$ cat src/rtl/branch_pc_sequencer_if.sv
// ---------------------------------------------------------------------------
// branch_pc_sequencer_if
//   Bundles the control-unit, CON FF and status signals of the branch/PC
//   sequencer so they travel as one port.
//
//   master : environment side (control unit + CON FF). Drives start, IR, Bus,
//            IncPC, PCload and BranchIn; observes everything else.
//   slave  : the sequencer itself.
//
//   start      control unit: branch instruction in execute, 1-cycle pulse
//   IR         instruction register, displacement in IR[DISP_W-1:0]
//   Bus        datapath bus, source for PCload
//   IncPC      PC <= PC + 1
//   PCload     PC <= Bus
//   BranchIn   BranchOut result from the CON FF
//   CONin      registered capture strobe to the CON FF
//   PC         current program counter
//   busy       sequencer not idle
//   done       1-cycle pulse, branch resolved
//   taken      valid with done, holds until the next done
//   taken_cnt  saturating count of taken branches
//   nt_cnt     saturating count of not-taken branches
// ---------------------------------------------------------------------------
interface branch_pc_sequencer_if #(
    parameter int PC_W   = 32,
    parameter int DISP_W = 19,
    parameter int CNT_W  = 16
);
    logic              start;
    logic [PC_W-1:0]   IR;
    logic [PC_W-1:0]   Bus;
    logic              IncPC;
    logic              PCload;
    logic              BranchIn;
    logic              CONin;
    logic [PC_W-1:0]   PC;
    logic              busy;
    logic              done;
    logic              taken;
    logic [CNT_W-1:0]  taken_cnt;
    logic [CNT_W-1:0]  nt_cnt;

    modport master (
        output start, IR, Bus, IncPC, PCload, BranchIn,
        input  CONin, PC, busy, done, taken, taken_cnt, nt_cnt
    );

    modport slave (
        input  start, IR, Bus, IncPC, PCload, BranchIn,
        output CONin, PC, busy, done, taken, taken_cnt, nt_cnt
    );
endinterface

$ cat src/rtl/branch_pc_sequencer.sv
// ---------------------------------------------------------------------------
// branch_pc_sequencer
//   Owns the program counter and sequences conditional branches through the
//   CON FF: strobes CONin, waits for BranchOut to settle, then applies
//   PC <= PC + sext(C2) when the condition holds. Also services plain PC
//   increment and PC load for the control unit, and keeps saturating
//   taken / not-taken statistics.
//
//   Ports
//     clk      single clock, rising edge
//     reset_n  asynchronous active-low reset
//     seq      branch_pc_sequencer_if.slave (see interface header)
//
//   States
//     S_IDLE    | waiting for start; disp latched on accept
//     S_STROBE  | CONin register is set at the end of this cycle
//     S_SETTLE  | CON FF output settling, SETTLE cycles
//     S_RESOLVE | BranchIn sampled, PC/counters/done updated at cycle end
//
//   Timing (start sampled at edge N): CONin high after N+1, done/taken/PC
//   update after N+2+SETTLE.
// ---------------------------------------------------------------------------
module branch_pc_sequencer #(
    parameter int PC_W   = 32,
    parameter int DISP_W = 19,
    parameter int CNT_W  = 16,
    parameter int SETTLE = 1
) (
    input  logic                  clk,
    input  logic                  reset_n,
    branch_pc_sequencer_if.slave  seq
);

    // Settle down-counter holds SETTLE-1 .. 0.
    localparam int SET_W = (SETTLE > 1) ? $clog2(SETTLE) : 1;
    localparam logic [SET_W-1:0] SET_LOAD = SET_W'(SETTLE - 1);
    localparam logic [CNT_W-1:0] CNT_MAX  = {CNT_W{1'b1}};

    typedef enum logic [1:0] {
        S_IDLE    = 2'd0,
        S_STROBE  = 2'd1,
        S_SETTLE  = 2'd2,
        S_RESOLVE = 2'd3
    } state_t;

    state_t            state_q, state_d;
    logic [SET_W-1:0]  settle_q, settle_d;
    logic [PC_W-1:0]   disp_q, disp_d;
    logic [PC_W-1:0]   pc_q, pc_d;
    logic              conin_q;
    logic              done_q;
    logic              taken_q;
    logic [CNT_W-1:0]  taken_cnt_q;
    logic [CNT_W-1:0]  nt_cnt_q;

    logic              resolve;
    logic              branch_taken;
    logic [PC_W-1:0]   disp_sext;

    // IR bits above the displacement field carry opcode/register fields that
    // are not ours to decode.
    logic              unused_ir_hi;
    assign unused_ir_hi = ^seq.IR[PC_W-1:DISP_W];

    assign disp_sext = {{(PC_W-DISP_W){seq.IR[DISP_W-1]}}, seq.IR[DISP_W-1:0]};

    // -----------------------------------------------------------------------
    // Next-state, datapath selects
    // -----------------------------------------------------------------------
    always_comb begin
        state_d      = state_q;
        settle_d     = settle_q;
        disp_d       = disp_q;
        resolve      = 1'b0;
        branch_taken = 1'b0;

        case (state_q)
            S_IDLE: begin
                if (seq.start) begin
                    disp_d  = disp_sext;
                    state_d = S_STROBE;
                end
            end
            S_STROBE: begin
                settle_d = SET_LOAD;
                state_d  = S_SETTLE;
            end
            S_SETTLE: begin
                if (settle_q == '0) begin
                    state_d = S_RESOLVE;
                end else begin
                    settle_d = settle_q - SET_W'(1);
                end
            end
            S_RESOLVE: begin
                resolve      = 1'b1;
                branch_taken = seq.BranchIn;
                state_d      = S_IDLE;
            end
            default: begin
                state_d = S_IDLE;
            end
        endcase

        // A PC load while a branch is in flight abandons the branch: the
        // control unit has redirected the program, so no outcome is reported.
        if (seq.PCload && (state_q != S_IDLE)) begin
            state_d      = S_IDLE;
            resolve      = 1'b0;
            branch_taken = 1'b0;
        end
    end

    // PCload beats a taken branch, which beats a plain increment.
    always_comb begin
        pc_d = pc_q;
        if (seq.PCload) begin
            pc_d = seq.Bus;
        end else if (branch_taken) begin
            pc_d = pc_q + disp_q;
        end else if (seq.IncPC) begin
            pc_d = pc_q + PC_W'(1);
        end
    end

    // -----------------------------------------------------------------------
    // State and datapath registers
    // -----------------------------------------------------------------------
    always_ff @(posedge clk or negedge reset_n) begin
        if (!reset_n) begin
            state_q  <= S_IDLE;
            settle_q <= '0;
            disp_q   <= '0;
            pc_q     <= '0;
        end else begin
            state_q  <= state_d;
            settle_q <= settle_d;
            disp_q   <= disp_d;
            pc_q     <= pc_d;
        end
    end

    // CONin is a flop output so the CON FF sees a single clean edge; an abort
    // in STROBE keeps it from ever rising.
    always_ff @(posedge clk or negedge reset_n) begin
        if (!reset_n) begin
            conin_q <= 1'b0;
        end else begin
            conin_q <= (state_q == S_STROBE) && !seq.PCload;
        end
    end

    always_ff @(posedge clk or negedge reset_n) begin
        if (!reset_n) begin
            done_q  <= 1'b0;
            taken_q <= 1'b0;
        end else begin
            done_q <= resolve;
            if (resolve) begin
                taken_q <= seq.BranchIn;
            end
        end
    end

    always_ff @(posedge clk or negedge reset_n) begin
        if (!reset_n) begin
            taken_cnt_q <= '0;
            nt_cnt_q    <= '0;
        end else if (resolve) begin
            if (seq.BranchIn) begin
                if (taken_cnt_q != CNT_MAX) begin
                    taken_cnt_q <= taken_cnt_q + CNT_W'(1);
                end
            end else begin
                if (nt_cnt_q != CNT_MAX) begin
                    nt_cnt_q <= nt_cnt_q + CNT_W'(1);
                end
            end
        end
    end

    // -----------------------------------------------------------------------
    // Outputs
    // -----------------------------------------------------------------------
    assign seq.CONin     = conin_q;
    assign seq.PC        = pc_q;
    assign seq.busy      = (state_q != S_IDLE);
    assign seq.done      = done_q;
    assign seq.taken     = taken_q;
    assign seq.taken_cnt = taken_cnt_q;
    assign seq.nt_cnt    = nt_cnt_q;

endmodule
$ cat src/flat_wrapper.sv
// flat-port wrapper written by rule: the top's interface ports become plain ports
module branch_pc_sequencer_flat 
#(
    parameter int PC_W   = 32,
    parameter int DISP_W = 19,
    parameter int CNT_W  = 16,
    parameter int SETTLE = 1
)
  (clk, reset_n, seq_start, seq_IR, seq_Bus, seq_IncPC, seq_PCload, seq_BranchIn, seq_CONin, seq_PC, seq_busy, seq_done, seq_taken, seq_taken_cnt, seq_nt_cnt);
  branch_pc_sequencer_if #(.PC_W(PC_W), .DISP_W(DISP_W), .CNT_W(CNT_W)) seq_i ();
  input  logic clk;
  input  logic reset_n;
  input wire logic [$bits(seq_i.start)-1:0] seq_start;
  input wire logic [$bits(seq_i.IR)-1:0] seq_IR;
  input wire logic [$bits(seq_i.Bus)-1:0] seq_Bus;
  input wire logic [$bits(seq_i.IncPC)-1:0] seq_IncPC;
  input wire logic [$bits(seq_i.PCload)-1:0] seq_PCload;
  input wire logic [$bits(seq_i.BranchIn)-1:0] seq_BranchIn;
  output wire logic [$bits(seq_i.CONin)-1:0] seq_CONin;
  output wire logic [$bits(seq_i.PC)-1:0] seq_PC;
  output wire logic [$bits(seq_i.busy)-1:0] seq_busy;
  output wire logic [$bits(seq_i.done)-1:0] seq_done;
  output wire logic [$bits(seq_i.taken)-1:0] seq_taken;
  output wire logic [$bits(seq_i.taken_cnt)-1:0] seq_taken_cnt;
  output wire logic [$bits(seq_i.nt_cnt)-1:0] seq_nt_cnt;
  assign seq_i.start = seq_start;
  assign seq_i.IR = seq_IR;
  assign seq_i.Bus = seq_Bus;
  assign seq_i.IncPC = seq_IncPC;
  assign seq_i.PCload = seq_PCload;
  assign seq_i.BranchIn = seq_BranchIn;
  assign seq_CONin = seq_i.CONin;
  assign seq_PC = seq_i.PC;
  assign seq_busy = seq_i.busy;
  assign seq_done = seq_i.done;
  assign seq_taken = seq_i.taken;
  assign seq_taken_cnt = seq_i.taken_cnt;
  assign seq_nt_cnt = seq_i.nt_cnt;
  branch_pc_sequencer #(.PC_W(PC_W), .DISP_W(DISP_W), .CNT_W(CNT_W), .SETTLE(SETTLE)) u_core (.clk(clk), .reset_n(reset_n), .seq(seq_i));
endmodule
$ cat config.mk
export PLATFORM = sky130hd
export DESIGN_NAME = branch_pc_sequencer_flat
export DESIGN_NICKNAME = d
export VERILOG_FILES = /design/src/rtl/branch_pc_sequencer_if.sv /design/src/rtl/branch_pc_sequencer.sv /design/src/flat_wrapper.sv
export SDC_FILE = /design/constraint.sdc
export NUM_CORES = 1
export LEC_CHECK = 0
export CAP_MARGIN = 5
export CORE_MARGIN = 2
export CORE_UTILIZATION = 54
export DETAILED_ROUTE_END_ITERATION = 10
export PLACE_DENSITY_LB_ADDON = 0.12
export SKIP_CTS_REPAIR_TIMING = 1
export SLEW_MARGIN = 20
export SYNTH_ARGS = -nofsm -noshare
export SYNTH_HDL_FRONTEND = slang
export SYNTH_SLANG_ARGS = --single-unit
export TNS_END_PERCENT = 1
$ cat constraint.sdc
create_clock -name clk -period 8.6 [get_ports clk]
set_clock_uncertainty 0.05 [all_clocks]
set_input_delay 2.15 -clock clk [delete_from_list [all_inputs] [get_ports clk]]
set_output_delay 2.15 -clock clk [all_outputs]
set_load 0.005 [all_outputs]
; ---- Yosys cells after proc, flatten, opt, wreduce, memory -nomap -nowiden
; Index checks and enable logic that the tools add are counted.
[classes]
n_eq_ne = 7
muxes = 13
n_reduce_logical = 11
bitwise = 1
n_addsub = 5
[ops]
columns = operator, count
row1 = $mux W32, 3
row2 = $add A16 B1 Y16 const B, 2
row3 = $add A32 B1 Y32 const B, 1
row4 = $add A32 B32 Y32, 1
row5 = $ne A16 B16 Y1 const B, 2
row6 = $pmux W2 S4, 1
row7 = $mux W2, 3
row8 = $reduce_and A3 Y1, 2
row9 = $mux W1, 5
row10 = $eq A2 B2 Y1 const B, 2
row11 = $reduce_and A2 Y1, 2
row12 = $reduce_bool A2 Y1, 2
row13 = $ne A3 B2 Y1 const B, 1
row14 = $ne A3 B3 Y1 const B, 1
row15 = $reduce_bool A3 Y1, 1
row16 = $eq A2 B1 Y1 const B, 1
row17 = $logic_and A1 B1 Y1, 2
row18 = $logic_not A2 Y1, 1
row19 = $pmux W1 S2, 1
row20 = $logic_not A1 Y1, 1
row21 = $not A1 Y1, 1
row22 = $sub A1 B1 Y1 const B, 1
[word_totals]
in_bits = 70
elab_cells = 46
regBits = 89
out_inout_bits = 68

; ---- Longest topological paths before layout
[logic_depth]
depth_word = 5
depth_mapped = 17
depth_no_buf = 15

; ---- Worst setup path before layout
; Ideal clock, no wire load.
[synth_path]
path_kind = input to register
start = input port seq_PCload
end = register u_core.pc_q[26] (netlist: u_core.seq.PC[26])
path_stages = 15
path_slack_ns = 3.032
arrival_time_ns = 5.392
t_required_ns = 8.424
n_path_buf = 2
setup_ns = 0.126
cell_sequence = clkbuf_1 > nand2b_1 > and3_1 > clkbuf_1 > nand2b_1 > ha_1 > fa_1 > a211oi_2 > o21ai_1 > a21oi_2 > a21oi_2 > o32a_4 > a2111oi_4 > a311oi_1 > a221o_1
[synth_between]
elab_chain_cells = 4
elab_cells_between_ends = 5
cone_classes = mux (3) / reduce/logical (2)
[synth_rtl]
columns = element, line_no
row1 = from (decl), flat_wrapper.sv:17  ; input wire logic [$bits(seq_i.PCload)-1:0] seq_PCload;
row2 = $logic_and A1 B1 Y1, branch_pc_sequencer.sv:107  ; if (seq.PCload && (state_q != S_IDLE)) begin
row3 = $mux W1, branch_pc_sequencer.sv:107
row4 = $mux W32, branch_pc_sequencer.sv:119  ; end else if (branch_taken) begin
row5 = $mux W32, branch_pc_sequencer.sv:117  ; if (seq.PCload) begin
row6 = to (signal assigned), branch_pc_sequencer.sv:139  ; pc_q <= pc_d;
row7 = to (decl), branch_pc_sequencer.sv:49  ; logic [PC_W-1:0] pc_q, pc_d;
; Parallel ways exist; a longest one is shown, timed or not.
; A chain may end at the register's enable or synchronous reset.

; ---- Final worst setup path
[layout_path]
start = input port seq_BranchIn
end = register u_core.pc_q[26] (netlist: u_core.seq.PC[26])
[layout_between]
elab_chain_cells = 4
elab_cells_between_ends = 5
cone_classes = mux (4) / reduce/logical (1)
[layout_rtl]
columns = element, line_no
row1 = from (decl), flat_wrapper.sv:18  ; input wire logic [$bits(seq_i.BranchIn)-1:0] seq_BranchIn;
row2 = $mux W1 (*), branch_pc_sequencer.sv:77  ; case (state_q)
row3 = $mux W1 (*), branch_pc_sequencer.sv:107
row4 = $mux W32, branch_pc_sequencer.sv:119
row5 = $mux W32, branch_pc_sequencer.sv:117
; Mark *: on every way between the ends. The rest lies on a longest branch, timed or not.

==> summary by stage <==
Critical path
The worst register-to-register path ends at u_core.seq.PC[26]$_DFFE_PN0P_. For this design, the slowest cell found on the critical path is sky130_fd_sc_hd__and3_1. The cell with the most instances on the worst path is sky130_fd_sc_hd__a21oi_2.

The worst register-to-register path begins at u_core.state_q[0]$_DFFE_PN0P_. The termination of the worst setup path is u_core.seq.PC[26]$_DFFE_PN0P_. Along the worst path, the maximum fanout reaches 20. The worst setup path is captured at a register.

Walking the worst path, the cells encountered are clkdlybuf4s50_1, and3_1, nand2b_1, ha_1, fa_1, a211oi_2, o21ai_1, a21oi_2, a21oi_2, o32a_4, a2111oi_4, a311oi_1, a221o_1. The origin of the worst setup path is seq_BranchIn. Data on the critical path is required at its endpoint by 8830 ps.

The setup path with the least slack is of type in2reg. For this run, the slowest stage of the critical path takes 660 ps. For flop-to-flop paths, the worst setup slack is 3710 ps. The data arrival time at the worst-slack endpoint is 6460 ps.

The number of cell instances on the worst register-to-register path is 15. The worst setup path is launched from an input port.

Synth
The average footprint of a synthesized cell is 9.55 um2. Among all flip-flop cells after synthesis, the most frequent one is sky130_fd_sc_hd__dfrtp_1. Yosys mapped a number of flops with a built-in enable equal to 0. The portion of synthesized cell area occupied by the leading cell type is 39.4%. By area the synthesized netlist is led by sky130_fd_sc_hd__dfrtp_1 39%, sky130_fd_sc_hd__mux2_2 6.7%, sky130_fd_sc_hd__ha_1 5.4%, sky130_fd_sc_hd__xnor2_1 5.3%, sky130_fd_sc_hd__a21oi_1 3.6%.

The main combinational cell family by area after synthesis is simple AND/OR/NAND/NOR gates. The compound-cell area share of the yosys netlist is 18.0%. The adder-cell share of the synthesized area is 5.74%. The proportion of synthesized area in mux cells is 7.55%. The post-synthesis cell area is 5580 um2. Sorting the synthesized cells by how often they occur yields 88 x sky130_fd_sc_hd__dfrtp_1, 45 x sky130_fd_sc_hd__nand2_1, 40 x sky130_fd_sc_hd__a21oi_1, 38 x sky130_fd_sc_hd__nor2_1, 34 x sky130_fd_sc_hd__xnor2_1. The fraction of the mapped netlist area in simple logic gates is 18.6%. The number of different library cells used by synthesis comes to 62. In the synthesized netlist the async set-or-reset flop fraction comes to 100%. The synthesized netlist cell count is 585. For this run, the number of Yosys warnings is 0.

The synthesized netlist net count is 680. Yosys instantiated no cell more often than sky130_fd_sc_hd__dfrtp_1. The biggest area contributor in the post-synthesis netlist is sky130_fd_sc_hd__dfrtp_1. The number of storage elements in the synthesis netlist is 88. Sequential cells were found to cover 39.4% of the synthesized design area. The synthesized netlist devotes 8.00% of its cell area to XOR and XNOR gates.

Placed design
At the end of routability-driven placement, the weighted congestion stood at 0.890. In this run the cell area measured after placement is 6910 um2. The number of instances in the placed design is 824. The number of buffers inserted by port buffering is 124. The HPWL after detailed placement is 10,400 um.

Finish
Leaving out filler cells and counting taps, the final layout contains 840. The final-stage net count is 794. The number of antenna diodes in the final layout is 0. The finished cells cover 7080 um2.

The layout overhead on the synthesized area is 26.9%. Of the cells placed in the final design, the portion with a size suffix greater than 1 is 9.23%.

STA
Summed over all failing endpoints, the final setup total negative slack is 0 ps. Setup repair after global routing left no endpoint under its margin. The number of endpoints with negative hold slack in the final report is 0. The achievable frequency is 160 MHz. The share of the cycle needed by the critical path after routing is 72.5%.

The worst relative slew slack is 43.1%. The transition time at the pin with the least slew margin is 852 ps. The worst path needs 6240 ps of the cycle, external delays included. The final-report max-slew violation count was 0.

Setup violations remaining at the end of the flow were counted as 0.

Detailed routing
The final layout contains routed wiring with a total length of 14,300 um. The average detailed-routed wire length per instance is 17.1 um. The total number of vias is 4,900. Using the TritonRoute via totals, the vias-per-cell ratio works out to 5.83. In the routed design, unresolved DRC markers number 0. The first detailed-routing pass took 5 iterations. The starting DRC count in detailed routing is 372. The post-route antenna net violation count is 0.

Pwr
The power density over the cells is 185 nW/um2. The worst-case IR drop observed on VDD is 0.000129 V. The overall power of the completed layout is 1.31 mW. The analysis attributes to cell leakage a power of 2.93 nW.

Die
The initialized floorplan defines 37 standard-cell rows. The die boundary height is 106 um. The area of the die is 11,200 um2. The region available for standard cell placement spans 10,200 um2. The top-level I/O count is 138.

The initial cell density of the core is 54.8%. The width of the die is 106 um.

Global route
The first global-routing pass estimated 23,800 um of wire. The initial antenna violation count is 0. The maximum number of pins on one net before global-route repair is 56. Across every metal layer, demand over resource in global routing totals 26.6%. The met1 global-route usage is 37.1%. Global routing used 42.4% of the available met2 tracks.

For this run the aggregate overflow at the end of global routing stands at 0. The number of global-route vias before repair came to 4,750. The global-route met3 utilization is 4.39%. The layer with the highest usage is met2.

Clock tree
The insertion delay to the later sink of the worst-skew pair is 380 ps. Counting every sink on the clock net gives 88. The number of levels the H-tree was split into is 3. Clock-pin slew was measured on the worst setup and hold paths at 100 ps. TritonCTS built the clock tree. The root buffer cell chosen for the clock tree is sky130_fd_sc_hd__clkbuf_8. The longest clock path from root to sink contains 2 buffers. Clock tree synthesis inserted a total of 9 buffers.

Run
The max-capacitance violation count is 0.

Run status
The flow ran to the end, and the final reports show no timing, DRC or antenna violations.

Hold path
The type of the worst min-delay path is reg2reg.
-- through the flow --
stage               hold WS (ps)  worst slack (ps)  util (%)
floorplan                    420              3030         -
CTS                          443              2390      69.6
global placement             411              2100      67.9
global route                 466              2120      69.6
finish                       437              2360      69.6
detailed placement           423              1980      67.9
-- how the worst min path moves through the flow --
| stage | slack (ps) | cells after the start | endpoint | from |
|---|---|---|---|---|
| 2_1_floorplan | 420 | 1 | u_core.disp_q[0]$_DFFE_PN0P_ | u_core.disp_q[0]$_DFFE_PN0P_ |
| 3_3_place_gp | 410 | 1 | u_core.seq.taken$_DFFE_PN0P_ | u_core.seq.taken$_DFFE_PN0P_ |
| 5_1_grt | 470 | 1 | u_core.seq.taken$_DFFE_PN0P_ | u_core.seq.taken$_DFFE_PN0P_ |
| 4_1_cts | 440 | 1 | u_core.seq.taken$_DFFE_PN0P_ | u_core.seq.taken$_DFFE_PN0P_ |
| 3_5_place_dp | 420 | 1 | u_core.seq.taken$_DFFE_PN0P_ | u_core.seq.taken$_DFFE_PN0P_ |
| 6_report | 440 | 1 | u_core.seq.taken$_DFFE_PN0P_ | u_core.seq.taken$_DFFE_PN0P_ |
-- registers in the layout, summed over array words and instances, names as in the netlist --
name	cells
u_core.disp_q	19
u_core.seq.CONin	1
u_core.seq.PC	32
u_core.seq.done	1
u_core.seq.nt_cnt	16
u_core.seq.taken	1
u_core.seq.taken_cnt	16
u_core.state_q	2
-- worst max-delay path, delay by kind of cell --
kind,cells,cell delay [ps]
compound gates,8,2150
simple gates,2,810
fa+ha+maj,2,730
buf+inv,1,630
-- kinds of logic (layout without fill, tap and decap cells) --
kind of cell,Yosys count,in the layout
XOR/XNOR,51,51
buffers and inverters,37,156
AND/OR/NAND/NOR,202,202
multiplexers,38,38
AO/OA/AOI/OAI,144,144
adder cells (fa/ha/maj),25,25
flip-flops,88,88
-- metal layers --
layer,vias to the layer above,part of all wire (%)
met3,16,5.3
li1,2366,-
met2,160,47
met4,0,1.3
met1,2358,46
met5,-,0
-- where the power goes --
group | leakage (nW) | internal (mW) | total (mW) | switching [mW]
Sequential | 1.11 | 0.502 | 0.578 | 0.0757
Clock | 0.0801 | 0.107 | 0.270 | 0.163
Combinational | 1.75 | 0.251 | 0.465 | 0.214
-- placed cells by master (no fill, tap or decap), drive strengths merged, types with 3 or more instances in the layout --
cell and count:
a21oi 43, xor2 17, a2111oi 5, buf 5, nand2b 6, nor2 38, o31ai 5, clkbuf 11
nand2 45, dfrtp 88, nor4 6, nand3 23, inv 14, a211oi 6, and2 20, nor3 16
clkdlybuf4s50 122, nor3b 6, nor2b 4, a31oi 8, and3 9, o21a 5, nand4 14, mux2i 5
a221o 6, mux2 33, ha 24, or4 5, a211o 5, o21ai 32, o21bai 3, o2111ai 3
xnor2 34, a21o 7, or3 4
-- layout make-up --
class                      count  area (um2)
multi-input combinational    460        3230
fill                         785        3100
sequential                    88        2200
timing repair buffer         127        1260
tap                          136         170
clock buffer                  11         131
inverter                      13        48.8
clock inverter                 5        41.3
(Power assumes the default switching activity.)
